===== src/rtl/flash_if_pkg.sv =====
// Shared definitions for the pipelined Wishbone flash read port: FSM encoding,
// request-entry layout helpers and timer sizing.
package flash_if_pkg;

    typedef enum logic [1:0] {
        IDLE    = 2'd0,
        READ    = 2'd1,
        RESPOND = 2'd2
    } state_t;

    localparam int WE_WIDTH = 1;

    // A request entry is packed as {we, sel, adr} with adr in the low bits.
    function automatic int entry_width(input int addr_width, input int sel_width);
        return addr_width + sel_width + WE_WIDTH;
    endfunction

    function automatic int sel_offset(input int addr_width);
        return addr_width;
    endfunction

    function automatic int we_offset(input int addr_width, input int sel_width);
        return addr_width + sel_width;
    endfunction

    function automatic int timer_width(input int timeout_cycles);
        return (timeout_cycles > 0) ? $clog2(timeout_cycles + 1) : 1;
    endfunction

endpackage


===== src/rtl/flash_req_fifo.sv =====
// Synchronous request FIFO with a flush input; full is registered so it can
// drive the Wishbone stall line directly.
module flash_req_fifo
    import flash_if_pkg::*;
#(
    parameter int WIDTH = 29,
    parameter int DEPTH = 4
) (
    input  logic             clk,
    input  logic             reset,
    input  logic             flush,
    input  logic             push,
    input  logic [WIDTH-1:0] push_data,
    input  logic             pop,
    output logic [WIDTH-1:0] pop_data,
    output logic             empty,
    output logic             full
);

    localparam int PTR_W = $clog2(DEPTH);
    localparam int CNT_W = PTR_W + 1;

    logic [WIDTH-1:0] mem [DEPTH];
    logic [PTR_W-1:0] rd_ptr;
    logic [PTR_W-1:0] wr_ptr;
    logic [CNT_W-1:0] count;
    logic [CNT_W-1:0] count_next;
    logic             full_q;
    logic             do_push;
    logic             do_pop;

    assign do_push = push && !full_q;
    assign do_pop  = pop && (count != '0);

    always_comb begin
        count_next = count;
        case ({do_push, do_pop})
            2'b10:   count_next = count + 1'b1;
            2'b01:   count_next = count - 1'b1;
            default: count_next = count;
        endcase
    end

    always_ff @(posedge clk) begin
        if (reset || flush) begin
            rd_ptr <= '0;
            wr_ptr <= '0;
            count  <= '0;
            full_q <= 1'b0;
        end else begin
            if (do_push) begin
                wr_ptr <= wr_ptr + 1'b1;
            end
            if (do_pop) begin
                rd_ptr <= rd_ptr + 1'b1;
            end
            count  <= count_next;
            full_q <= (count_next == CNT_W'(DEPTH));
        end
    end

    always_ff @(posedge clk) begin
        if (do_push) begin
            mem[wr_ptr] <= push_data;
        end
    end

    assign pop_data = mem[rd_ptr];
    assign empty    = (count == '0);
    assign full     = full_q;

endmodule


===== src/rtl/wb_flash_pipelined_read_port.sv =====
// Pipelined Wishbone slave in front of the flash cache: queued reads, in-order acks,
// busy timeout and cyc-drop abort. Optional macro: WB_FLASH_WRITE_ERROR_EN.
module wb_flash_pipelined_read_port
    import flash_if_pkg::*;
#(
    parameter  int ADDR_WIDTH     = 24,
    parameter  int DATA_WIDTH     = 32,
    parameter  int REQ_DEPTH      = 4,
    parameter  int TIMEOUT_CYCLES = 1023,
    localparam int SEL_WIDTH      = DATA_WIDTH / 8
) (
    input  logic                  wb_clk_i,
    input  logic                  wb_rst_i,
    input  logic                  wb_cyc_i,
    input  logic                  wb_stb_i,
    input  logic                  wb_we_i,
    input  logic [SEL_WIDTH-1:0]  wb_sel_i,
    input  logic [DATA_WIDTH-1:0] wb_data_i,
    input  logic [ADDR_WIDTH-1:0] wb_adr_i,
    output logic                  wb_ack_o,
    output logic                  wb_stall_o,
    output logic                  wb_error_o,
    output logic [DATA_WIDTH-1:0] wb_data_o,
    output logic                  flashCache_readEnable,
    output logic [ADDR_WIDTH-1:0] flashCache_address,
    output logic [SEL_WIDTH-1:0]  flashCache_byteSelect,
    input  logic [DATA_WIDTH-1:0] flashCache_dataRead,
    input  logic                  flashCache_busy
);

    localparam int ENTRY_W     = entry_width(ADDR_WIDTH, SEL_WIDTH);
    localparam int SEL_OFFSET  = sel_offset(ADDR_WIDTH);
    localparam int WE_OFFSET   = we_offset(ADDR_WIDTH, SEL_WIDTH);
    localparam int TIMER_WIDTH = timer_width(TIMEOUT_CYCLES);
    localparam bit TIMEOUT_EN  = (TIMEOUT_CYCLES != 0);
    localparam logic [TIMER_WIDTH-1:0] TIMER_LAST =
        TIMEOUT_EN ? TIMER_WIDTH'(TIMEOUT_CYCLES - 1) : '0;
    localparam logic [TIMER_WIDTH-1:0] TIMER_MAX = '1;

    state_t                 state;
    state_t                 state_next;
    logic [ENTRY_W-1:0]     push_entry;
    logic [ENTRY_W-1:0]     head;
    logic                   fifo_empty;
    logic                   fifo_full;
    logic                   accept;
    logic                   pop;
    logic                   head_we;
    logic [ADDR_WIDTH-1:0]  cur_adr;
    logic [SEL_WIDTH-1:0]   cur_sel;
    logic [TIMER_WIDTH-1:0] timer;
    logic                   timeout_hit;
    logic                   ack_next;
    logic                   err_next;
    logic [DATA_WIDTH-1:0]  data_next;
    logic                   ack_q;
    logic                   err_q;
    logic [DATA_WIDTH-1:0]  data_q;
    logic                   unused_write_data;

    // Flash is read-only, so write data never goes anywhere.
    assign unused_write_data = ^wb_data_i;

    assign accept     = wb_cyc_i && wb_stb_i && !fifo_full;
    assign push_entry = {wb_we_i, wb_sel_i, wb_adr_i};
    assign head_we    = head[WE_OFFSET];

    flash_req_fifo #(
        .WIDTH (ENTRY_W),
        .DEPTH (REQ_DEPTH)
    ) u_req_fifo (
        .clk       (wb_clk_i),
        .reset     (wb_rst_i),
        .flush     (!wb_cyc_i),
        .push      (accept),
        .push_data (push_entry),
        .pop       (pop),
        .pop_data  (head),
        .empty     (fifo_empty),
        .full      (fifo_full)
    );

    assign timeout_hit = TIMEOUT_EN && (timer == TIMER_LAST);

    always_comb begin
        state_next = state;
        pop        = 1'b0;
        ack_next   = 1'b0;
        err_next   = 1'b0;
        data_next  = '0;
        case (state)
            IDLE: begin
                if (!fifo_empty) begin
                    pop = 1'b1;
                    if (head_we) begin
                        state_next = RESPOND;
`ifdef WB_FLASH_WRITE_ERROR_EN
                        err_next   = 1'b1;
`else
                        ack_next   = 1'b1;
`endif
                    end else begin
                        state_next = READ;
                    end
                end
            end
            READ: begin
                if (!flashCache_busy) begin
                    state_next = RESPOND;
                    ack_next   = 1'b1;
                    data_next  = flashCache_dataRead;
                end else if (timeout_hit) begin
                    state_next = RESPOND;
                    err_next   = 1'b1;
                end
            end
            RESPOND: state_next = IDLE;
            default: state_next = IDLE;
        endcase
        // Dropping cyc abandons everything, including a response about to be issued.
        if (!wb_cyc_i) begin
            state_next = IDLE;
            pop        = 1'b0;
            ack_next   = 1'b0;
            err_next   = 1'b0;
            data_next  = '0;
        end
    end

    always_ff @(posedge wb_clk_i) begin
        if (wb_rst_i) begin
            state   <= IDLE;
            ack_q   <= 1'b0;
            err_q   <= 1'b0;
            data_q  <= '0;
            cur_adr <= '0;
            cur_sel <= '0;
            timer   <= '0;
        end else begin
            state  <= state_next;
            ack_q  <= ack_next;
            err_q  <= err_next;
            data_q <= data_next;
            if (pop) begin
                cur_adr <= head[ADDR_WIDTH-1:0];
                cur_sel <= head[SEL_OFFSET +: SEL_WIDTH];
            end
            if (state == READ && state_next == READ) begin
                timer <= (timer == TIMER_MAX) ? timer : timer + 1'b1;
            end else begin
                timer <= '0;
            end
        end
    end

    assign wb_ack_o              = ack_q;
    assign wb_error_o            = err_q;
    assign wb_data_o             = data_q;
    assign wb_stall_o            = fifo_full;
    assign flashCache_readEnable = (state == READ);
    assign flashCache_address    = (state == READ) ? cur_adr : '0;
    assign flashCache_byteSelect = (state == READ) ? cur_sel : '0;

endmodule

===== config.mk =====
export PLATFORM = sky130hd
export DESIGN_NAME = wb_flash_pipelined_read_port
export DESIGN_NICKNAME = d
export VERILOG_FILES = /design/src/rtl/flash_if_pkg.sv /design/src/rtl/flash_req_fifo.sv /design/src/rtl/wb_flash_pipelined_read_port.sv
export SDC_FILE = /design/constraint.sdc
export NUM_CORES = 1
export LEC_CHECK = 0
export ABC_AREA = 1
export CAP_MARGIN = 20
export CORE_ASPECT_RATIO = 0.7
export CORE_MARGIN = 2
export CORE_UTILIZATION = 41
export CTS_CLUSTER_DIAMETER = 120
export DETAILED_ROUTE_END_ITERATION = 16
export PLACE_DENSITY = 0.67
export SLEW_MARGIN = 0
export SYNTH_ARGS = -nofsm -noshare
export SYNTH_HDL_FRONTEND = slang
export SYNTH_SLANG_ARGS = --single-unit

===== constraint.sdc =====
create_clock -name wb_clk_i -period 4.95 [get_ports wb_clk_i]
set_clock_uncertainty 0.2 [all_clocks]
set_input_delay 0.99 -clock wb_clk_i [delete_from_list [all_inputs] [get_ports wb_clk_i]]
set_output_delay 0.99 -clock wb_clk_i [all_outputs]
set_load 0.005 [all_outputs]

==> results of run 1 <==
==> area by class of cell <==
type	count	area share [%]
Sequential cell	200	53.48
Multi-Input combinational cell	407	19.75
Timing Repair Buffer	134	13.83
Clock buffer	19	4.481
Inverter	98	3.808
Tap cell	236	3.057
Clock inverter	13	1.593
==> layer usage <==
metal	up-vias	share of wire [%]	routed length [microns]
li1	2638	-	-
met1	2446	47	7702
met2	135	46	7587
met3	16	6.1	1000
met4	0	1.1	178
met5	-	0	0
==> power by group <==
| part | total, mW | internal (mW) | switching (mW) |
|---|---|---|---|
| clock | 1.38 | 0.791 | 0.590 |
| sequential | 1.81 | 1.79 | 0.0132 |
| combinational | 0.194 | 0.0843 | 0.110 |
==> worst min-delay path, delay by kind of cell (launching register included) <==
family / cells / cell delay, ns
DFF: 1 / 0.33
AOI/OAI and AO/OA: 1 / 0.07
and+or+nand+nor: 1 / 0.07
==> metrics by stage <==
stage	instances	worst slack [ns]	power, mW
floorplan	737	1.814	1.944
global placement	1074	1.391	2.032
detailed placement	1074	1.334	2.037
CTS	1106	1.251	3.407
global route	1107	1.171	3.500
finish	1107	1.319	3.383
==> registers in the layout, indices dropped and copies added, names as in the netlist, named ones only <==
register,count
cur_sel,4
wb_data_o,32
u_req_fifo.rd_ptr,2
u_req_fifo.wr_ptr,2
wb_ack_o,1
wb_error_o,1
timer,10
u_req_fifo.full,1
u_req_fifo.mem,116
u_req_fifo.count,3
cur_adr,24
state,2
==> cells by family after synthesis <==
family,count (synthesis)
adder cells (fa/ha/maj),8
buffers and inverters,130
flip-flops,200
AND/OR/NAND/NOR,268
XOR/XNOR,5
AO/OA/AOI/OAI,126
==> cell usage in the layout (no fill, tap or decap) <==
cell type and instances:
nor2_1 202, clkdlybuf4s50_1 129, edfxtp_1 116, inv_1 94, dfxtp_1 83, o21ai_0 69, nand2_1 43, o22ai_1 28
o21ai_1 19, clkbuf_16 17, a21oi_1 9, nand3_1 7, ha_1 7, inv_2 4, nor2_4 4, xor2_1 4
buf_4 4, nor2_2 3, nor3_1 3, bufinv_16 3, clkinv_2 3, nand3_2 2, clkinvlp_4 2, clkinv_1 2
clkbuf_1 2, clkinv_4 2, a21oi_4 1, nand2_2 1, xnor2_1 1, nor3b_1 1, nand4_1 1, nor4_1 1
fa_1 1, dfxtp_2 1, inv_6 1, buf_8 1
==> final timing paths <==
path                           start                          to  slack, ns  cells past startpoint
max              state[0]$_SDFF_PP0_      flashCache_address[15]       1.32                      4
min          cur_adr[5]$_SDFFE_PP0N_     cur_adr[5]$_SDFFE_PP0N_       0.30                      2
max reg2reg      state[0]$_SDFF_PP0_  u_req_fifo.full$_SDFF_PP0_       2.20                     13
min reg2reg  cur_adr[5]$_SDFFE_PP0N_     cur_adr[5]$_SDFFE_PP0N_       0.30                      2
==> flow_metrics.tcl, run 1 <==
set metrics [dict create \
    crit_buf_inv 2 \
    cts.sinks 200 \
    worstPathCellList "nand2_1 > buf_4 > nor2_1 > clkdlybuf4s50_1" \
    cts_max_level 4 \
    synth-xor-area-share_pct 0.5765 \
    postPlaceCellArea_sq_um 9059 \
    layout-drive-gt1-share_pct 5.626 \
    dominantRegCellSynth "edfxtp_1" \
    status "complete, no violations" \
    synthTopCellsByCount "nor2_1 (206), edfxtp_1 (116), inv_1 (94)" \
    synth_edf_count 116 \
    finalHoldViolCount 0 \
    regArea_sq_um 5166 \
    antennaDiodeCount 0 \
    vias 5235 \
    row_count 41 \
    yosysSeqAreaShare_pct 68.00 \
    use_met1_pct 22.83 \
    design_area_sq_um 9661 \
    clk_pin_slew_worst_paths_ns 0.07 \
    fin_crit_sh_pct 73.35 \
    die_x_microns 166.7 \
    drt_iter0_drc 378 \
    synth-warning-count 0 \
    whs_ns 0.2971 \
    netlist_instances 737 \
    crit_required_ns 3.76 \
    grt-busiest-layer "met2" \
    multiInputGateArea_sq_um 1908 \
    core_area_sq_um 18110 \
    cts_max_path_buffers 2 \
    grt_pass1_wl_microns 26080 \
    area_growth_pct 27.18 \
    clk_root_buffer_cell "clkbuf_16" \
    fmax_mhz 275.4 \
    wl_per_cell_microns 14.88 \
    syn_nets 843 \
    grtUsageMet3_pct 4.976 \
    portBuffers 129 \
    gp_congestion 0.7590 \
    p_per_area_nw_per_um2 350.2 \
    grtUsageTotal_pct 17.13 \
    ctsHoldBuffers 0 \
    synthArstFlopShare_pct 0 \
    synth_top_area_share_pct 45.86 \
    worst_setup_path_end_kind "output pin" \
    ios 162 \
    max-slew-margin-rel_pct 32.10 \
    fin_util_pct 53.35 \
    grt_setup_unrepaired "false" \
    dr.pass1.iters 5 \
    grt_overflow 0 \
    grt_pass1_vias 5099 \
    routed_via_density 4.729 \
    yosysMostFrequentCell "nor2_1" \
    cts_buffers 17 \
    grt_max_degree 60 \
    synth_cell_types 29 \
    synth_top_family_by_area "simple AND/OR/NAND/NOR gates" \
    critPathLaunchType "register" \
    p_leak_nw 3.590 \
    criticalPathCategory "register to output pin" \
    synth.avg_cell_area_sq_um 10.31 \
    ant_nets 0 \
    syn_area_sq_um 7596 \
    vdd_drop_max_uv 185.4 \
    critPathArrivalTime_ns 2.44 \
    crit_path_max_incr_delay_ns 0.58 \
    die-area_sq_um 19650 \
    synth_adder_area_share_pct 1.417 \
    fillers 1588 \
    nets 964 \
    synth_seq_cells 200 \
    fin_crit_ns 3.631 \
    fp.dieH_microns 117.9 \
    tightest_slew_ns 1.017 \
    worstPathMaxFanout 21 \
    cap_violations 0 \
    synthSimpleGateAreaFrac_pct 13.82 \
    cts-resized-gates 0 \
    synth_compound_area_share_pct 8.911 \
    slowest_stage "nand2_1" \
    muxShareOfSynthArea_pct 0 \
    clock_latency_ns 0.44 \
    hp-class "register to register" \
    slew_viol_final 0 \
    setup_violations 0 \
    post_cts_buffers 0 \
    yosys.area.top_type "edfxtp_1" \
    initial_core_util_pct 41.95 \
    crit_family "buffers and inverters" \
    cts_tree "yes" \
    synthTopCellsByArea "edfxtp_1 (46%), dfxtp_1 (22%), nor2_1 (10%)" \
    hpwl_microns 9934 \
    grtUsageMet2_pct 27.35 \
    wl_microns 16470 \
    antenna_found_initial 0 \
    tns_ns 0 \
    drc 0 \
]
Note: power is estimated with default switching activity, not from simulation.
==> run 2: changes to the inputs <==
==> constraint.sdc (replaced) <==
create_clock -name wb_clk_i -period 3.8 [get_ports wb_clk_i]
set_clock_uncertainty 0.2 [all_clocks]
set_input_delay 0.76 -clock wb_clk_i [delete_from_list [all_inputs] [get_ports wb_clk_i]]
set_output_delay 0.76 -clock wb_clk_i [all_outputs]
set_load 0.005 [all_outputs]
==> run 2 against run 1 <==
  * Flip-flop and latch count stayed put
  * Largest power group unchanged
  * Register-to-register slack got worse by 0.65 ns
  * Routed wire length down 2.4%
  * Cell count rose by 0.45%
  * Sequential power grew 30%
  * Highest routed layer unchanged
  * Global-route usage shrank 0.20 points
  * Sequential share of layout area decreased by 0.062 points
  * Via count down 0.25%
==> flow_metrics.tcl, run 2 (same netlist as run 1, synthesis figures left out) <==
set metrics [dict create \
    grt_max_degree 59 \
    row_count 41 \
    vdd_drop_max_uv 253.8 \
    internal_power_mw 3.413 \
    finalHoldViolCount 0 \
    clock_latency_ns 0.43 \
    grt_pass1_vias 5067 \
    hpwl_microns 9822 \
    final_cells 1112 \
    cap_violations 0 \
    portBuffers 129 \
    antenna_found_initial 0 \
    worstPathMaxFanout 31 \
    grtUsageMet3_pct 4.270 \
    ios 162 \
    cts_tree "yes" \
    cts_buffers 17 \
    grt_pass1_wl_microns 26140 \
    wl_microns 16080 \
    critPathArrivalTime_ns 1.87 \
    dr.pass1.iters 5 \
    pre_cts_ws_ns 0.5973 \
    grt_overflow 0 \
    ant_nets 0 \
    fin_crit_sh_pct 74.50 \
    p_per_area_nw_per_um2 446.6 \
    tightest_slew_ns 0.9670 \
    grt_setup_unrepaired "false" \
    vias 5222 \
    nets 970 \
    power_mw 4.320 \
    die-area_sq_um 19650 \
    swShare_pct 20.99 \
    die_x_microns 166.7 \
    grt-busiest-layer "met2" \
    seqPwrFrac_pct 54.5 \
    drc 0 \
    combPwrFrac_pct 5.9 \
    setup_ws_ns 0.9688 \
    fin_crit_ns 2.831 \
    antennaDiodeCount 0 \
    fp.dieH_microns 117.9 \
    cts-resized-gates 0 \
    status "complete, no violations" \
    dpl.cell_count 1081 \
    crit_required_ns 2.84 \
    wl_per_cell_microns 14.46 \
    use_met1_pct 22.98 \
    top_register "u_req_fifo.mem" \
    setup_violations 0 \
    max-slew-margin-rel_pct 35.44 \
    p_sw_mw 0.9066 \
    post_cts_buffers 0 \
    multiInputGateArea_sq_um 1908 \
    area_growth_pct 27.33 \
    routed_via_density 4.696 \
    worst_setup_path_end_kind "output pin" \
    cts.sinks 200 \
    slew_viol_final 0 \
    fmax_mhz 353.2 \
    grtUsageMet2_pct 26.63 \
    gp_congestion 0.7297 \
    initial_core_util_pct 41.95 \
    mostFrequentLayoutCell "nor2_1" \
    cts_max_path_buffers 2 \
    hp-class "register to register" \
    most-common-layout-cells "nor2_1 (202), clkdlybuf4s50_1 (129), edfxtp_1 (116)" \
    p_leak_nw 3.609 \
    grtUsageTotal_pct 16.93 \
    critPathLaunchType "register" \
    clk_pin_slew_worst_paths_ns 0.07 \
    largest_reg_flops 116 \
    drt_iter0_drc 397 \
    cts_max_level 4 \
    ctsHoldBuffers 0 \
    criticalPathCategory "register to output pin" \
    core_area_sq_um 18110 \
    regArea_sq_um 5166 \
    clk_root_buffer_cell "clkbuf_16" \
    layout-drive-gt1-share_pct 6.279 \
    clkPwrFrac_pct 39.6 \
    tns_ns 0 \
    fillers 1601 \
]
-- run 2: cell count changes in the layout (fill, tap and decap cells not counted) --
cell,before,now
inv_8,0,1
buf_4,4,11
bufinv_16,3,2
inv_6,1,0
clkinv_2,3,4
clkinv_1,2,1
buf_8,1,0
-- run 2: per-layer routing --
metal	vias up	routed length, microns	share of wire, %
li1	2651	-	-
met1	2427	7617	47
met2	126	7328	46
met3	18	901	5.6
met4	0	230	1.4
met5	-	0	0
-- run 2: path summary, 6_finish.rpt --
| path | startpoint | end | slack [ns] | cells after the start |
|---|---|---|---|---|
| worst max-delay path | state[0]$_SDFF_PP0_ | flashCache_address[11] | 0.97 | 4 |
| worst min-delay path | cur_adr[2]$_SDFFE_PP0N_ | cur_adr[2]$_SDFFE_PP0N_ | 0.29 | 2 |
| worst max register to register | u_req_fifo.full$_SDFF_PP0_ | u_req_fifo.full$_SDFF_PP0_ | 1.55 | 10 |
| worst min register to register | cur_adr[2]$_SDFFE_PP0N_ | cur_adr[2]$_SDFFE_PP0N_ | 0.29 | 2 |
-- run 2: area by class of cell --
type                    count  share of cell area, %
repair buffers            140                  14.20
multi-input cells         407                  19.73
inverters                  98                  3.803
clock buffers              19                  4.476
clock inverters            12                  1.320
flip-flops and latches    200                  53.42
well taps                 236                  3.053
-- run 2: power by group through the flow --
stage	registers [mW]	clock network, mW	logic (mW)
3_3_place_gp	2.40	0	0.249
2_1_floorplan	2.40	0	0.133
4_1_cts	2.35	1.75	0.255
5_1_grt	2.36	1.84	0.284
3_5_place_dp	2.40	0	0.254
6_report	2.35	1.71	0.253
-- run 2: through the flow --
| step | instance area (sq um) | hold WS [ns] | util, % |
|---|---|---|---|
| after floorplan | 7596 | 0.2616 | - |
| after CTS | 9672 | 0.3033 | 53.41 |
| final | 9672 | 0.2939 | 53.41 |
| after global placement | 9111 | 0.2783 | 50.31 |
| after detailed placement | 9111 | 0.2831 | 50.31 |
| after global routing | 9672 | 0.3138 | 53.41 |
-- run 2: worst max-delay path: stages, from the launching register on --
cell             delay [ns]
dfxtp_1                0.37
nand2_1                0.07
buf_4                  0.25
nor2_1                 0.21
clkdlybuf4s50_1        0.54
==> run 3: changes to the inputs <==
==> constraint.sdc (replaced) <==
create_clock -name wb_clk_i -period 2.65 [get_ports wb_clk_i]
set_clock_uncertainty 0.2 [all_clocks]
set_input_delay 0.53 -clock wb_clk_i [delete_from_list [all_inputs] [get_ports wb_clk_i]]
set_output_delay 0.53 -clock wb_clk_i [all_outputs]
set_load 0.005 [all_outputs]
==> run 3 against run 2 <==
  * Via count up 0.56%
  * Die area unchanged
  * Non-clock buffer count increased by 4
  * First-iteration DRC count down 31%
  * Core utilization grew 0.77 points
  * Cell count grew 0.45%
  * Combinational power increased by 46%
  * Worst hold slack better by 0.0065 ns
  * Critical path type unchanged
  * Largest cell class unchanged
  * Largest power group unchanged
==> flow_metrics.tcl, run 3 (same netlist as run 1, synthesis figures left out) <==
set metrics [dict create \
    clk_pin_slew_worst_paths_ns 0.07 \
    most-common-layout-cells "nor2_1 (202), clkdlybuf4s50_1 (129), edfxtp_1 (116)" \
    p_per_area_nw_per_um2 654.6 \
    cts_max_level 4 \
    worst_setup_path_end_kind "output pin" \
    final_cells 1117 \
    setup_ws_ns 0.1287 \
    wl_per_cell_microns 14.27 \
    pre_cts_ws_ns 0.006138 \
    nets 974 \
    row_count 41 \
    initial_core_util_pct 41.95 \
    core_area_sq_um 18110 \
    grt_pass1_wl_microns 25870 \
    ctsHoldBuffers 0 \
    max-slew-margin-rel_pct 61.75 \
    clock_latency_ns 0.43 \
    vdd_drop_max_uv 382.3 \
    hpwl_microns 9993 \
    drc 0 \
    area_growth_pct 29.17 \
    layout-drive-gt1-share_pct 7.151 \
    finalHoldViolCount 0 \
    grtUsageTotal_pct 16.75 \
    portBuffers 129 \
    wl_met1_microns 7480 \
    slowest_stage "clkdlybuf4s50_1" \
    ios 162 \
    grt_max_degree 59 \
    grt_overflow 0 \
    fp.dieH_microns 117.9 \
    drt_iter0_drc 274 \
    top_register "u_req_fifo.mem" \
    cts.sinks 200 \
    cts_max_path_buffers 2 \
    die_x_microns 166.7 \
    topRoutingLayerUsed "met4" \
    tightest_slew_ns 0.5738 \
    critPathArrivalTime_ns 1.79 \
    ant_nets 0 \
    die-area_sq_um 19650 \
    vias 5251 \
    slew_viol_final 0 \
    dr.pass1.iters 5 \
    worstPathCellList "nand2_1 > buf_4 > nor2_1 > clkdlybuf4s50_1" \
    criticalPathCategory "register to output pin" \
    dpl.cell_count 1085 \
    setup_violations 0 \
    critPathLaunchType "register" \
    clk_root_buffer_cell "clkbuf_16" \
    tns_ns 0 \
    p_leak_nw 3.662 \
    antennaDiodeCount 0 \
    wl_met3_microns 1004 \
    worstPathMaxFanout 20 \
    fin_crit_sh_pct 95.14 \
    hp-class "register to register" \
    cts_tree "yes" \
    antenna_found_initial 0 \
    cts_buffers 17 \
    crit_path_max_incr_delay_ns 0.53 \
    grt_pass1_vias 5068 \
    mostFrequentLayoutCell "nor2_1" \
    grt_setup_unrepaired "false" \
    routed_via_density 4.701 \
    cap_violations 0 \
    status "complete, no violations" \
    gp_congestion 0.7858 \
    cts-resized-gates 0 \
    wl_microns 15940 \
    crit_required_ns 1.92 \
    post_cts_buffers 0 \
    fin_crit_ns 2.521 \
    largest_reg_flops 116 \
    fmax_mhz 396.6 \
    dr_wl_met2_microns 7164 \
]
==> run 3: changes by cell type in the layout (fill, tap and decap cells not counted) <==
cell | previous run | this run
clkinv_4 | 2 | 3
inv_6 | 0 | 3
bufinv_16 | 2 | 3
clkbuf_1 | 2 | 0
clkinv_2 | 4 | 1
buf_12 | 0 | 4
clkinv_8 | 0 | 1
clkinvlp_2 | 0 | 1
clkinv_1 | 1 | 0
==> run 3: final cells by class <==
type                            count  area, sq um
Fill cell                        1576         8297
Sequential cell                   200         5166
Multi-Input combinational cell    407         1908
Timing Repair Buffer              144         1454
Clock buffer                       17        425.4
Inverter                           98        367.9
Tap cell                          236        295.3
Clock inverter                     15        195.2
==> run 3: through the flow <==
step | util (%) | area [sq um] | power [mW] | hold slack, ns
6_report | 54.18 | 9812 | 6.423 | 0.3004
4_1_cts | 54.18 | 9812 | 6.489 | 0.3069
2_1_floorplan | - | 7596 | 3.631 | 0.2616
3_5_place_dp | 50.76 | 9191 | 3.816 | 0.2857
3_3_place_gp | 50.76 | 9191 | 3.808 | 0.2793
5_1_grt | 54.18 | 9812 | 6.668 | 0.3238
==> run 3: power by group <==
group / total [mW] / switching [mW] / internal (mW) / leakage [nW]
Combinational: 0.370 / 0.202 / 0.167 / 1.63
Clock: 2.68 / 1.17 / 1.51 / 0.295
Sequential: 3.37 / 0.0248 / 3.35 / 1.73
==> run 3: worst paths after layout <==
check	start	end	slack [ns]	depth (start not counted)
worst max-delay path	state[0]$_SDFF_PP0_	flashCache_address[9]	0.13	4
worst min-delay path	cur_sel[0]$_SDFFE_PP0N_	cur_sel[0]$_SDFFE_PP0N_	0.30	2
worst max register to register	state[0]$_SDFF_PP0_	u_req_fifo.full$_SDFF_PP0_	0.46	13
worst min register to register	cur_sel[0]$_SDFFE_PP0N_	cur_sel[0]$_SDFFE_PP0N_	0.30	2
==> run 3: routing by layer <==
metal | vias to the layer above | GRT usage, %
li1 | 2665 | -
met1 | 2419 | 22.59
met2 | 142 | 25.67
met3 | 25 | 5.212
met4 | 0 | 5.873
met5 | - | 0
==> run 3: worst max-delay path, delay by kind of cell (launching register included) <==
family / cells / cell delay, ns
and+or+nand+nor: 2 / 0.23
DFF: 1 / 0.38
buffers and inverters: 2 / 0.75
